**config.mk**
```make
export PLATFORM = sky130hd
export DESIGN_NAME = aes_key_expansion
export DESIGN_NICKNAME = d
export VERILOG_FILES = /design/src/rtl/aes_pkg.sv /design/src/rtl/aes_sbox.sv /design/src/rtl/aes_key_expansion.sv
export SDC_FILE = /design/constraint.sdc
export NUM_CORES = 2
export LEC_CHECK = 0
export BUFFER_PORTS_ARGS = -buffer_cell sky130_fd_sc_hd__buf_2
export CAP_MARGIN = 30
export CORE_AREA = 5 5 591 593
export CTS_BUF_LIST = sky130_fd_sc_hd__clkbuf_16
export CTS_CLUSTER_SIZE = 12
export DETAILED_ROUTE_END_ITERATION = 12
export DIE_AREA = 0 0 596 598
export HOLD_SLACK_MARGIN = 0.02
export PLACE_DENSITY = 0.47
export SYNTH_ARGS = -nofsm -noshare
export SYNTH_HDL_FRONTEND = slang
export SYNTH_SLANG_ARGS = --single-unit
export TNS_END_PERCENT = 100
```
**constraint.sdc**
```tcl
create_clock -name clk -period 7.2 [get_ports clk]
set_input_delay 1.08 -clock clk [delete_from_list [all_inputs] [get_ports clk]]
set_output_delay 1.08 -clock clk [all_outputs]
set_load 0.02 [all_outputs]
```
**src/rtl/aes_pkg.sv**
```systemverilog
`default_nettype none
// ============================================================================
// Module      : aes_pkg
// Description : Shared AES-128 key-schedule constants, state encoding,
//               round-constant lookup and round-key bus offset helper.
// Revision    : 1.0 - initial release
// ============================================================================
package aes_pkg;

    localparam int unsigned AES_NR     = 10;   // rounds for AES-128
    localparam int unsigned AES_NK     = 4;    // 32-bit words per key
    localparam int unsigned AES_RK_W   = 128;  // round-key width
    localparam int unsigned AES_WORD_W = 32;   // schedule word width

    typedef enum logic [0:0] {
        ST_IDLE   = 1'b0,
        ST_EXPAND = 1'b1
    } ke_state_t;

    // Round constant for rounds 1..10; other indices never occur.
    function automatic logic [7:0] aes_rcon(input logic [3:0] round);
        logic [7:0] rc;
        rc = 8'h00;
        case (round)
            4'd1:    rc = 8'h01;
            4'd2:    rc = 8'h02;
            4'd3:    rc = 8'h04;
            4'd4:    rc = 8'h08;
            4'd5:    rc = 8'h10;
            4'd6:    rc = 8'h20;
            4'd7:    rc = 8'h40;
            4'd8:    rc = 8'h80;
            4'd9:    rc = 8'h1b;
            4'd10:   rc = 8'h36;
            default: rc = 8'h00;
        endcase
        return rc;
    endfunction

    // Bit offset of round key i within the flat round-key bus.
    function automatic int unsigned rk_offset(input int unsigned i);
        return AES_RK_W * i;
    endfunction

endpackage
`default_nettype wire

```
**src/rtl/aes_sbox.sv**
```systemverilog
`default_nettype none
// ============================================================================
// Module      : aes_sbox
// Description : Combinational AES forward S-box (8-bit lookup, no clock).
// Ports       : data_in  - input byte
//               data_out - substituted byte
// Revision    : 1.0 - initial release
// ============================================================================
module aes_sbox (
    input  logic [7:0] data_in,
    output logic [7:0] data_out
);

    localparam logic [7:0] SBOX_TABLE [0:255] = '{
        8'h63, 8'h7c, 8'h77, 8'h7b, 8'hf2, 8'h6b, 8'h6f, 8'hc5, 8'h30, 8'h01, 8'h67, 8'h2b, 8'hfe, 8'hd7, 8'hab, 8'h76,
        8'hca, 8'h82, 8'hc9, 8'h7d, 8'hfa, 8'h59, 8'h47, 8'hf0, 8'had, 8'hd4, 8'ha2, 8'haf, 8'h9c, 8'ha4, 8'h72, 8'hc0,
        8'hb7, 8'hfd, 8'h93, 8'h26, 8'h36, 8'h3f, 8'hf7, 8'hcc, 8'h34, 8'ha5, 8'he5, 8'hf1, 8'h71, 8'hd8, 8'h31, 8'h15,
        8'h04, 8'hc7, 8'h23, 8'hc3, 8'h18, 8'h96, 8'h05, 8'h9a, 8'h07, 8'h12, 8'h80, 8'he2, 8'heb, 8'h27, 8'hb2, 8'h75,
        8'h09, 8'h83, 8'h2c, 8'h1a, 8'h1b, 8'h6e, 8'h5a, 8'ha0, 8'h52, 8'h3b, 8'hd6, 8'hb3, 8'h29, 8'he3, 8'h2f, 8'h84,
        8'h53, 8'hd1, 8'h00, 8'hed, 8'h20, 8'hfc, 8'hb1, 8'h5b, 8'h6a, 8'hcb, 8'hbe, 8'h39, 8'h4a, 8'h4c, 8'h58, 8'hcf,
        8'hd0, 8'hef, 8'haa, 8'hfb, 8'h43, 8'h4d, 8'h33, 8'h85, 8'h45, 8'hf9, 8'h02, 8'h7f, 8'h50, 8'h3c, 8'h9f, 8'ha8,
        8'h51, 8'ha3, 8'h40, 8'h8f, 8'h92, 8'h9d, 8'h38, 8'hf5, 8'hbc, 8'hb6, 8'hda, 8'h21, 8'h10, 8'hff, 8'hf3, 8'hd2,
        8'hcd, 8'h0c, 8'h13, 8'hec, 8'h5f, 8'h97, 8'h44, 8'h17, 8'hc4, 8'ha7, 8'h7e, 8'h3d, 8'h64, 8'h5d, 8'h19, 8'h73,
        8'h60, 8'h81, 8'h4f, 8'hdc, 8'h22, 8'h2a, 8'h90, 8'h88, 8'h46, 8'hee, 8'hb8, 8'h14, 8'hde, 8'h5e, 8'h0b, 8'hdb,
        8'he0, 8'h32, 8'h3a, 8'h0a, 8'h49, 8'h06, 8'h24, 8'h5c, 8'hc2, 8'hd3, 8'hac, 8'h62, 8'h91, 8'h95, 8'he4, 8'h79,
        8'he7, 8'hc8, 8'h37, 8'h6d, 8'h8d, 8'hd5, 8'h4e, 8'ha9, 8'h6c, 8'h56, 8'hf4, 8'hea, 8'h65, 8'h7a, 8'hae, 8'h08,
        8'hba, 8'h78, 8'h25, 8'h2e, 8'h1c, 8'ha6, 8'hb4, 8'hc6, 8'he8, 8'hdd, 8'h74, 8'h1f, 8'h4b, 8'hbd, 8'h8b, 8'h8a,
        8'h70, 8'h3e, 8'hb5, 8'h66, 8'h48, 8'h03, 8'hf6, 8'h0e, 8'h61, 8'h35, 8'h57, 8'hb9, 8'h86, 8'hc1, 8'h1d, 8'h9e,
        8'he1, 8'hf8, 8'h98, 8'h11, 8'h69, 8'hd9, 8'h8e, 8'h94, 8'h9b, 8'h1e, 8'h87, 8'he9, 8'hce, 8'h55, 8'h28, 8'hdf,
        8'h8c, 8'ha1, 8'h89, 8'h0d, 8'hbf, 8'he6, 8'h42, 8'h68, 8'h41, 8'h99, 8'h2d, 8'h0f, 8'hb0, 8'h54, 8'hbb, 8'h16
    };

    assign data_out = SBOX_TABLE[data_in];

endmodule
`default_nettype wire

```
**src/rtl/aes_key_expansion.sv**
```systemverilog
`default_nettype none
// ============================================================================
// Module      : aes_key_expansion
// Description : Iterative AES-128 key schedule. Latches a cipher key and
//               derives one round key per clock into an 11-entry bank, then
//               flags the complete schedule with keys_ready.
// Ports       : clk        - system clock (rising edge)
//               rst_n      - asynchronous active-low reset
//               key_valid  - start request, honoured only while idle
//               key_in     - 128-bit cipher key (w0 = key_in[127:96])
//               busy       - expansion in progress
//               keys_ready - round_keys holds a full schedule
//               round_keys - key i at [128*i +: 128], i = 0..10
// Revision    : 1.0 - initial release
// ============================================================================
module aes_key_expansion
    import aes_pkg::*;
#(
    parameter int unsigned NR = AES_NR
) (
    input  logic                        clk,
    input  logic                        rst_n,
    input  logic                        key_valid,
    input  logic [AES_RK_W-1:0]         key_in,
    output logic                        busy,
    output logic                        keys_ready,
    output logic [(NR+1)*AES_RK_W-1:0]  round_keys
);

    generate
        if (NR != AES_NR) begin : g_nr_check
            $error("aes_key_expansion supports only NR = 10 (AES-128)");
        end
    endgenerate

    localparam logic [3:0] LAST_ROUND = 4'(NR);

    ke_state_t              r_state;
    ke_state_t              w_state_next;
    logic [3:0]             r_counter;
    logic                   r_busy;
    logic                   r_keys_ready;
    logic [AES_RK_W-1:0]    r_bank [0:NR];

    logic [3:0]             w_prev_idx;
    logic [AES_RK_W-1:0]    w_prev;
    logic [AES_WORD_W-1:0]  w_w0, w_w1, w_w2, w_w3;
    logic [AES_WORD_W-1:0]  w_rot;
    logic [AES_WORD_W-1:0]  w_sub;
    logic [AES_WORD_W-1:0]  w_t;
    logic [AES_WORD_W-1:0]  w_n0, w_n1, w_n2, w_n3;

    // Counter is 0 only in IDLE, where the schedule result is unused;
    // clamping keeps the bank read in range.
    assign w_prev_idx = (r_counter == 4'd0) ? 4'd0 : (r_counter - 4'd1);
    assign w_prev     = r_bank[w_prev_idx];

    assign w_w0 = w_prev[127:96];
    assign w_w1 = w_prev[95:64];
    assign w_w2 = w_prev[63:32];
    assign w_w3 = w_prev[31:0];

    // RotWord: {b0,b1,b2,b3} -> {b1,b2,b3,b0}
    assign w_rot = {w_w3[23:0], w_w3[31:24]};

    generate
        for (genvar gi = 0; gi < 4; gi++) begin : g_subword
            aes_sbox u_sbox (
                .data_in  (w_rot[8*gi +: 8]),
                .data_out (w_sub[8*gi +: 8])
            );
        end
    endgenerate

    assign w_t  = w_sub ^ {aes_rcon(r_counter), 24'h000000};
    assign w_n0 = w_w0 ^ w_t;
    assign w_n1 = w_w1 ^ w_n0;
    assign w_n2 = w_w2 ^ w_n1;
    assign w_n3 = w_w3 ^ w_n2;

    // ------------------------------------------------------------------
    // State register
    // ------------------------------------------------------------------
    always_ff @(posedge clk or negedge rst_n) begin
        if (!rst_n) begin
            r_state <= ST_IDLE;
        end else begin
            r_state <= w_state_next;
        end
    end

    // ------------------------------------------------------------------
    // Next-state logic
    // ------------------------------------------------------------------
    always_comb begin
        w_state_next = r_state;
        case (r_state)
            ST_IDLE: begin
                if (key_valid) begin
                    w_state_next = ST_EXPAND;
                end
            end
            ST_EXPAND: begin
                if (r_counter == LAST_ROUND) begin
                    w_state_next = ST_IDLE;
                end
            end
            default: w_state_next = ST_IDLE;
        endcase
    end

    // ------------------------------------------------------------------
    // Counter, flags and round-key bank
    // ------------------------------------------------------------------
    always_ff @(posedge clk or negedge rst_n) begin
        if (!rst_n) begin
            r_counter    <= 4'd0;
            r_busy       <= 1'b0;
            r_keys_ready <= 1'b0;
            for (int i = 0; i <= int'(NR); i++) begin
                r_bank[i] <= '0;
            end
        end else begin
            case (r_state)
                ST_IDLE: begin
                    if (key_valid) begin
                        // Entries 1..NR stay stale until rewritten.
                        r_bank[0]    <= key_in;
                        r_counter    <= 4'd1;
                        r_busy       <= 1'b1;
                        r_keys_ready <= 1'b0;
                    end
                end
                ST_EXPAND: begin
                    r_bank[r_counter] <= {w_n0, w_n1, w_n2, w_n3};
                    if (r_counter == LAST_ROUND) begin
                        r_counter    <= 4'd0;
                        r_busy       <= 1'b0;
                        r_keys_ready <= 1'b1;
                    end else begin
                        r_counter <= r_counter + 4'd1;
                    end
                end
                default: begin
                    r_counter <= 4'd0;
                    r_busy    <= 1'b0;
                end
            endcase
        end
    end

    assign busy       = r_busy;
    assign keys_ready = r_keys_ready;

    generate
        for (genvar gk = 0; gk <= int'(NR); gk++) begin : g_flat
            assign round_keys[rk_offset(gk) +: AES_RK_W] = r_bank[gk];
        end
    endgenerate

endmodule
`default_nettype wire
```
== Yosys cells after proc, flatten, opt, wreduce, memory -nomap -nowiden ==
Memory sizes are Yosys's and may differ from the RTL's.
Index checks and enable logic that the tools add are counted.

* Memory bits (writable): 0
* Logic and storage cells: 76
* Memories kept: 5
* Output and inout bits: 1410
* Flip-flop bits (word level): 1415
* Latch bits: 0
* Memory bits (read-only): 8320

* Div/mod/pow operators: 0
* Bitwise gates (word level): 12
* Muxes and demuxes: 29
* Reductions and logical operators: 3
* Add/sub/neg operators: 2
* Equality and inequality tests: 3
* $lt $le $gt $ge: 7
* Shift-type cells: 0
* Multiply operators: 0

{| class="wikitable"
|+ Memories
! name !! words !! width !! read ports !! clocked after Yosys merged registers in !! write ports !! line !! source
|-
| (name not given) || 256 || 8 || 1 || 0 || 0 || aes_sbox.sv:33 || <nowiki>assign data_out = SBOX_TABLE[data_in];</nowiki>
|-
| (name not given) || 256 || 8 || 1 || 0 || 0 || aes_sbox.sv:33 ||
|-
| (name not given) || 256 || 8 || 1 || 0 || 0 || aes_sbox.sv:33 ||
|-
| (name not given) || 256 || 8 || 1 || 0 || 0 || aes_sbox.sv:33 ||
|-
| (name not given) || 16 || 8 || 1 || 0 || 0 || aes_pkg.sv:24 || <nowiki>case (round)</nowiki>
|}

{| class="wikitable"
|+ Operator list
! kind !! number
|-
| bitwise mux 1408 bit || 1
|-
| binary-select mux 128 bit (select 4 bit) || 1
|-
| demux 128 bit (select 4 bit) || 1
|-
| 2-to-1 mux 128 bit || 4
|-
| case mux 128 bit (2 select lines) || 1
|-
| XOR 32 bit || 5
|-
| 2-to-1 mux 8 bit || 8
|-
| greater-or-equal comparator 9 bit (second input constant) || 4
|-
| NOT 8 -> 9 bit || 4
|-
| 2-to-1 mux 4 bit || 3
|-
| greater-or-equal comparator 5 bit (second input constant) || 2
|-
| NOT 4 -> 5 bit || 2
|-
| case mux 4 bit (2 select lines) || 1
|-
| 2-to-1 mux 1 bit || 6
|-
| case mux 1 bit (2 select lines) || 3
|-
| less-than comparator 5 x 1 -> 1 bit (second input constant) || 1
|-
| adder 4 x 1 -> 4 bit (second input constant) || 1
|-
| equality test 4 bit (second input constant) || 1
|-
| zero test 4 bit || 1
|-
| subtractor 4 x 1 -> 4 bit (second input constant) || 1
|-
| inequality test 2 x 1 -> 1 bit (second input constant) || 1
|-
| inequality test 2 bit (second input constant) || 1
|-
| AND reduction 2 bit || 1
|-
| logical AND 1 bit || 1
|-
| NOT 1 bit || 1
|}

== Depth between registers and ports, before layout ==
* Depth in word-level cells: 17
* Mapped depth: 34
* Gate-level depth less buffers: 19

== By module ==
From an unflattened synthesis, not the netlist that was laid out.

* Cells, all modules: 9438
* Area, all modules: 80133.1 µm²

{| class="wikitable"
|+ By module, submodules not included
! module !! cells each !! area each (µm²) !! instances !! seq. area each (µm²)
|-
| aes_key_expansion || 7310 || 67265.8 || 1 || 35409.0
|-
| aes_sbox || 532 || 3216.8 || 4 || 0.0
|}

== Least setup slack after synthesis ==
OpenSTA, ideal clock, no wires.

* Path kind: register to register
* Start point: register r_counter[0]
* End point: register r_bank (netlist bit round_keys[1055])
* Arrival: 7.407 ns
* Data required time: 7.065 ns
* Buffers on the path: 14
* Cell stages (with the launch flop): 33
* Setup time: 0.135 ns
* Path slack: -0.342 ns
* Path through: dfrtp_1 buf_4 clkinv_1 buf_2 buf_2 buf_2 buf_2 buf_1 clkbuf_1 clkbuf_1 ha_1 buf_2 nor2_1 buf_2 buf_2 buf_2 buf_2 o31ai_1 a211oi_1 a32o_1 nor2_1 inv_1 ha_1 clkbuf_1 mux4_2 nor2_1 nor4_1 or3_1 a311oi_2 xnor2_1 xnor2_2 xnor2_2 o21ai_1

* Longest elaborated chain between the ends: 16
* Elaborated cells between the ends (all ways): 24

{| class="wikitable"
|+ RTL lines
! what !! line !! source
|-
| from (decl) || aes_key_expansion.sv:40 || <nowiki>logic [3:0] r_counter;</nowiki>
|-
| from (signal assigned) || aes_key_expansion.sv:141 || <nowiki>r_counter <= r_counter + 4'd1;</nowiki>
|-
| subtractor 4 x 1 -> 4 bit / zero test 4 bit (equally long branches) || aes_key_expansion.sv:55 || <nowiki>assign w_prev_idx = (r_counter == 4'd0) ? 4'd0 : (r_counter - 4'd1);</nowiki>
|-
| 2-to-1 mux 4 bit || aes_key_expansion.sv:55 ||
|-
| NOT 4 -> 5 bit (implied by the code) || aes_key_expansion.sv:56 || <nowiki>assign w_prev = r_bank[w_prev_idx];</nowiki>
|-
| binary-select mux 128 bit (select 4 bit) || aes_key_expansion.sv:56 ||
|-
| 2-to-1 mux 128 bit (implied by the code) (2 in series) || aes_key_expansion.sv:56 ||
|-
| NOT 8 -> 9 bit (implied by the code) || aes_sbox.sv:33 ||
|-
| memory read (256 x 8 bit) || n/a ||
|-
| 2-to-1 mux 8 bit (implied by the code) (2 in series) || aes_sbox.sv:33 ||
|-
| XOR 32 bit || aes_key_expansion.sv:75 || <nowiki>assign w_t = w_sub ^ {aes_rcon(r_counter), 24'h000000};</nowiki>
|-
| XOR 32 bit || aes_key_expansion.sv:76 || <nowiki>assign w_n0 = w_w0 ^ w_t;</nowiki>
|-
| XOR 32 bit || aes_key_expansion.sv:77 || <nowiki>assign w_n1 = w_w1 ^ w_n0;</nowiki>
|-
| XOR 32 bit || aes_key_expansion.sv:78 || <nowiki>assign w_n2 = w_w2 ^ w_n1;</nowiki>
|-
| XOR 32 bit || aes_key_expansion.sv:79 || <nowiki>assign w_n3 = w_w3 ^ w_n2;</nowiki>
|-
| bitwise mux 1408 bit * || aes_key_expansion.sv:135 || <nowiki>r_bank[r_counter] <= {w_n0, w_n1, w_n2, w_n3};</nowiki>
|-
| to (signal, indexed assignment) || aes_key_expansion.sv:135 ||
|-
| to (decl) || aes_key_expansion.sv:43 || <nowiki>logic [AES_RK_W-1:0] r_bank [0:NR];</nowiki>
|}

Every way passes the cells marked *; elsewhere a longest branch is shown, timed or not. The select of a mux whose other input is x is not followed.
A chain may end at the register's enable or synchronous reset.

== Final worst setup path ==
* Start point: register r_counter[1]
* End point: register r_bank (netlist bit round_keys[898])

The elaborated chain is that of the path after synthesis.

==> summary.md <==
| Metric | Value |
|---|---|
| H-tree levels | `4` |
| Period minus WS final | `7.173 ns` |
| Top cell type's share of synthesized area | `43.82%` |
| Synth area leader | `dfrtp_1` |
| CTS Buf Count | `177` |
| TritonRoute pass-1 iters | `9` |
| Vias in the first global route | `83,620` |
| Vias post-DR | `89,820` |
| Layout area overhead | `27.25%` |
| Predominant post-synthesis flop cell | `dfrtp_1` |
| Type of element capturing the critical path | `register` |
| TritonCTS clock tree | `yes` |
| Initial Utilization | `23.49%` |
| Highest metal used | `met5` |
| Initial antenna violation count | `73` |
| Critical path fanouts, max | `18` |
| Worst hold path type | `in -> async` |
| Rows | `216` |
| Setup Skew | `0.1135 ns` |
| WL met2 | `278.9 mm` |
| Fin. Hold Viols | `0` |
| DRT antenna net count | `0` |
| Most numerous cell in the Yosys netlist | `nand2_1` |
| Post-Syn Nets | `9,810` |
| Max Cap Viol | `0` |
| Pins over their slew limit | `0` |
| CTS sink cnt | `1,415` |
| Initial DRC count | `11,400` |
| # setup viols final | `0` |
| Most frequent cells after synthesis | `nand2_1, dfrtp_1, o21ai_0` |
| DIE HEIGHT | `598 um` |
| Fin nets | `11,210` |
| Core area | `344,000 sq um` |
| F_max | `0.1394 GHz` |
| Fin crit share | `99.63%` |
| DRT Wirelength | `639.3 mm` |
| Clk buf depth | `4` |
| GRT overflow | `0` |
| Filler cells | `37,010` |
| Outcome | `completed` |
| CP startpoint kind | `register` |
| Largest net degree at the start of global routing | `169` |
| Routed vias/inst | `5.695` |
| Synth top area cells | `dfrtp_1, nand2_1, o21ai_0, clkbuf_1, a21oi_1` |
| DIE WIDTH | `596 um` |
| Ys Warns | `0` |
| Total negative slack | `0 ns` |
| Least-Margin Pin Slew | `1.382 ns` |
| Gate Count Post-Synth | `9,616` |
| Slew HR | `7.856%` |
| Drt wl/cell | `40.54 um` |
| Total Routing Usage GR | `34.23%` |
| Crit Path Class | `reg -> reg` |
| Number of synthesized flops with an enable pin | `0` |
| Clk root buf | `clkbuf_16` |
| Met3 routed WL | `57.22 mm` |
| #FFs+latches synth | `1,415` |
| Port-buffer cells | `1,540` |
| Syn avg cell area | `8.403 sq um` |
| Layout cells sized above 1 | `24.71%` |
| Met1 WL | `260.6 mm` |
| Post-synth ARST share | `100.0%` |
| First-pass GRT wire length | `838.7 mm` |
| HPWL Detailed | `483.3 mm` |
| Crit path arrival time | `7.87 ns` |
| RSZ-0062 raised after global routing | `false` |
| Worst-Skew Late Latency | `0.93 ns` |
| Reg clk slew, reported paths | `0.07 ns` |
| WP data required | `7.89 ns` |
| Die area | `356,400 sq um` |
| Ports | `1,541` |
| DRC viols | `0` |
| Mapped Area | `80,810 sq um` |
| Hold Slack | `0.1734 ns` |
| GP Congestion | `1.012` |
| Seq/Total Area, Yosys | `43.82%` |
| Area of the multi-input gates | `41,940 sq um` |
| FF/Latch Area | `35,410 sq um` |
| Cell variety after synth | `113` |
==> flip-flops by register name, summed over array words and instances (netlist names) <==
register and cells:
keys_ready 1, busy 1, round_keys 1408, r_state 1
r_counter 4
==> layout make-up <==
| cell class | count | share of cell area (%) |
|---|---|---|
| inverter | 50 | 0.1898 |
| sequential | 1415 | 34.44 |
| tap | 4578 | 5.571 |
| timing repair buffer | 2236 | 13.50 |
| clock inverter | 137 | 1.085 |
| antenna | 38 | 0.09248 |
| multi-input combinational | 7138 | 40.79 |
| clock buffer | 178 | 4.332 |
==> worst max-delay path, cell delays in order, from the launching register on <==
cell      delay, ns
dfrtp_1        0.51
ha_2           0.50
or2_2          0.29
buf_4          0.27
buf_4          0.30
mux2i_1        0.12
a211oi_1       0.65
a221o_2        0.62
buf_4          0.38
a21oi_1        0.10
buf_4          0.21
nor2_1         0.45
o221ai_1       0.30
o211ai_1       0.22
a311oi_1       0.16
mux2i_1        0.60
buf_4          0.27
xnor3_1        0.35
xnor2_1        0.30
buf_12         0.20
o21ai_0        0.10
==> placed cells by master (no fill, tap or decap), types with 58 or more instances in the layout <==
cell type  count
a211oi_1     136
a21oi_1      460
a222oi_1      85
a22o_1        94
a22oi_1       60
a311oi_1      70
a31oi_1      115
and3_1       154
buf_12        67
buf_2       1544
buf_4        614
clkbuf_16    178
dfrtp_1     1414
ha_1          61
inv_1         73
mux2i_1      130
nand2_1     2112
nand3_1      343
nor2_1       238
nor3_1       149
o211ai_1     120
o21ai_0     1316
o21ai_1      195
o221ai_1      71
o22ai_1      154
or3_1         58
xnor2_1       77
==> worst paths after layout <==
check | slack [ns] | from | cells after the start | end
min in group clk | 0.42 | key_in[32] | 3 | round_keys[32]$_DFFE_PN0P_
min reg2reg | 0.49 | round_keys[495]$_DFFE_PN0P_ | 2 | round_keys[495]$_DFFE_PN0P_
max | 0.03 | r_counter[1]$_DFFE_PN0P_ | 20 | round_keys[898]$_DFFE_PN0P_
max in group asynchronous | 5.17 | rst_n | 3 | round_keys[965]$_DFFE_PN0P_
min | 0.17 | rst_n | 1 | r_counter[0]$_DFFE_PN0P_
max reg2reg | 0.03 | r_counter[1]$_DFFE_PN0P_ | 20 | round_keys[898]$_DFFE_PN0P_
==> cells by family (layout without fill, tap and decap cells) <==
logic type	count (synthesis)	after routing	synth area share (%)
mux	202	202	3.213
simple gates	3316	3316	17.69
other cells	0	38	0
compound gates	3371	3371	26.37
fa+ha+maj	63	63	0.9755
flops	1415	1415	43.82
xor+xnor	186	186	2.372
buf+inv	1063	2601	5.556
==> per-stage QoR <==
stage / setup WS, ns / utilization (%) / instance area [sq um] / std cells
2_1_floorplan: 0.05799 / - / 80820 / 9616
3_3_place_gp: 0.001407 / 28.13 / 96770 / 15390
3_5_place_dp: 0.1853 / 28.21 / 97060 / 15410
4_1_cts: 0.08582 / 29.83 / 102600 / 15730
5_1_grt: 0.02807 / 29.87 / 102800 / 15740
6_report: 0.02685 / 29.89 / 102800 / 15770
==> metal layers <==
metal	up-vias	track usage [%]
met1	45750	44.45
met5	-	0
met3	1051	8.492
li1	37820	-
met4	22	18.05
met2	5177	52.51
==> what timing repair did <==
action | 4_1_cts | 5_1_grt
resized for setup | 0 | 3
buffers inserted | 0 | 0
hold endpoints to repair | 0 | 0
hold buffers | 0 | 0
endpoints found under the setup margin | 0 | 41
Power is left out: the tool's default activity adds up to more than one toggle a clock period on the data nets, which glitch-free logic cannot reach.
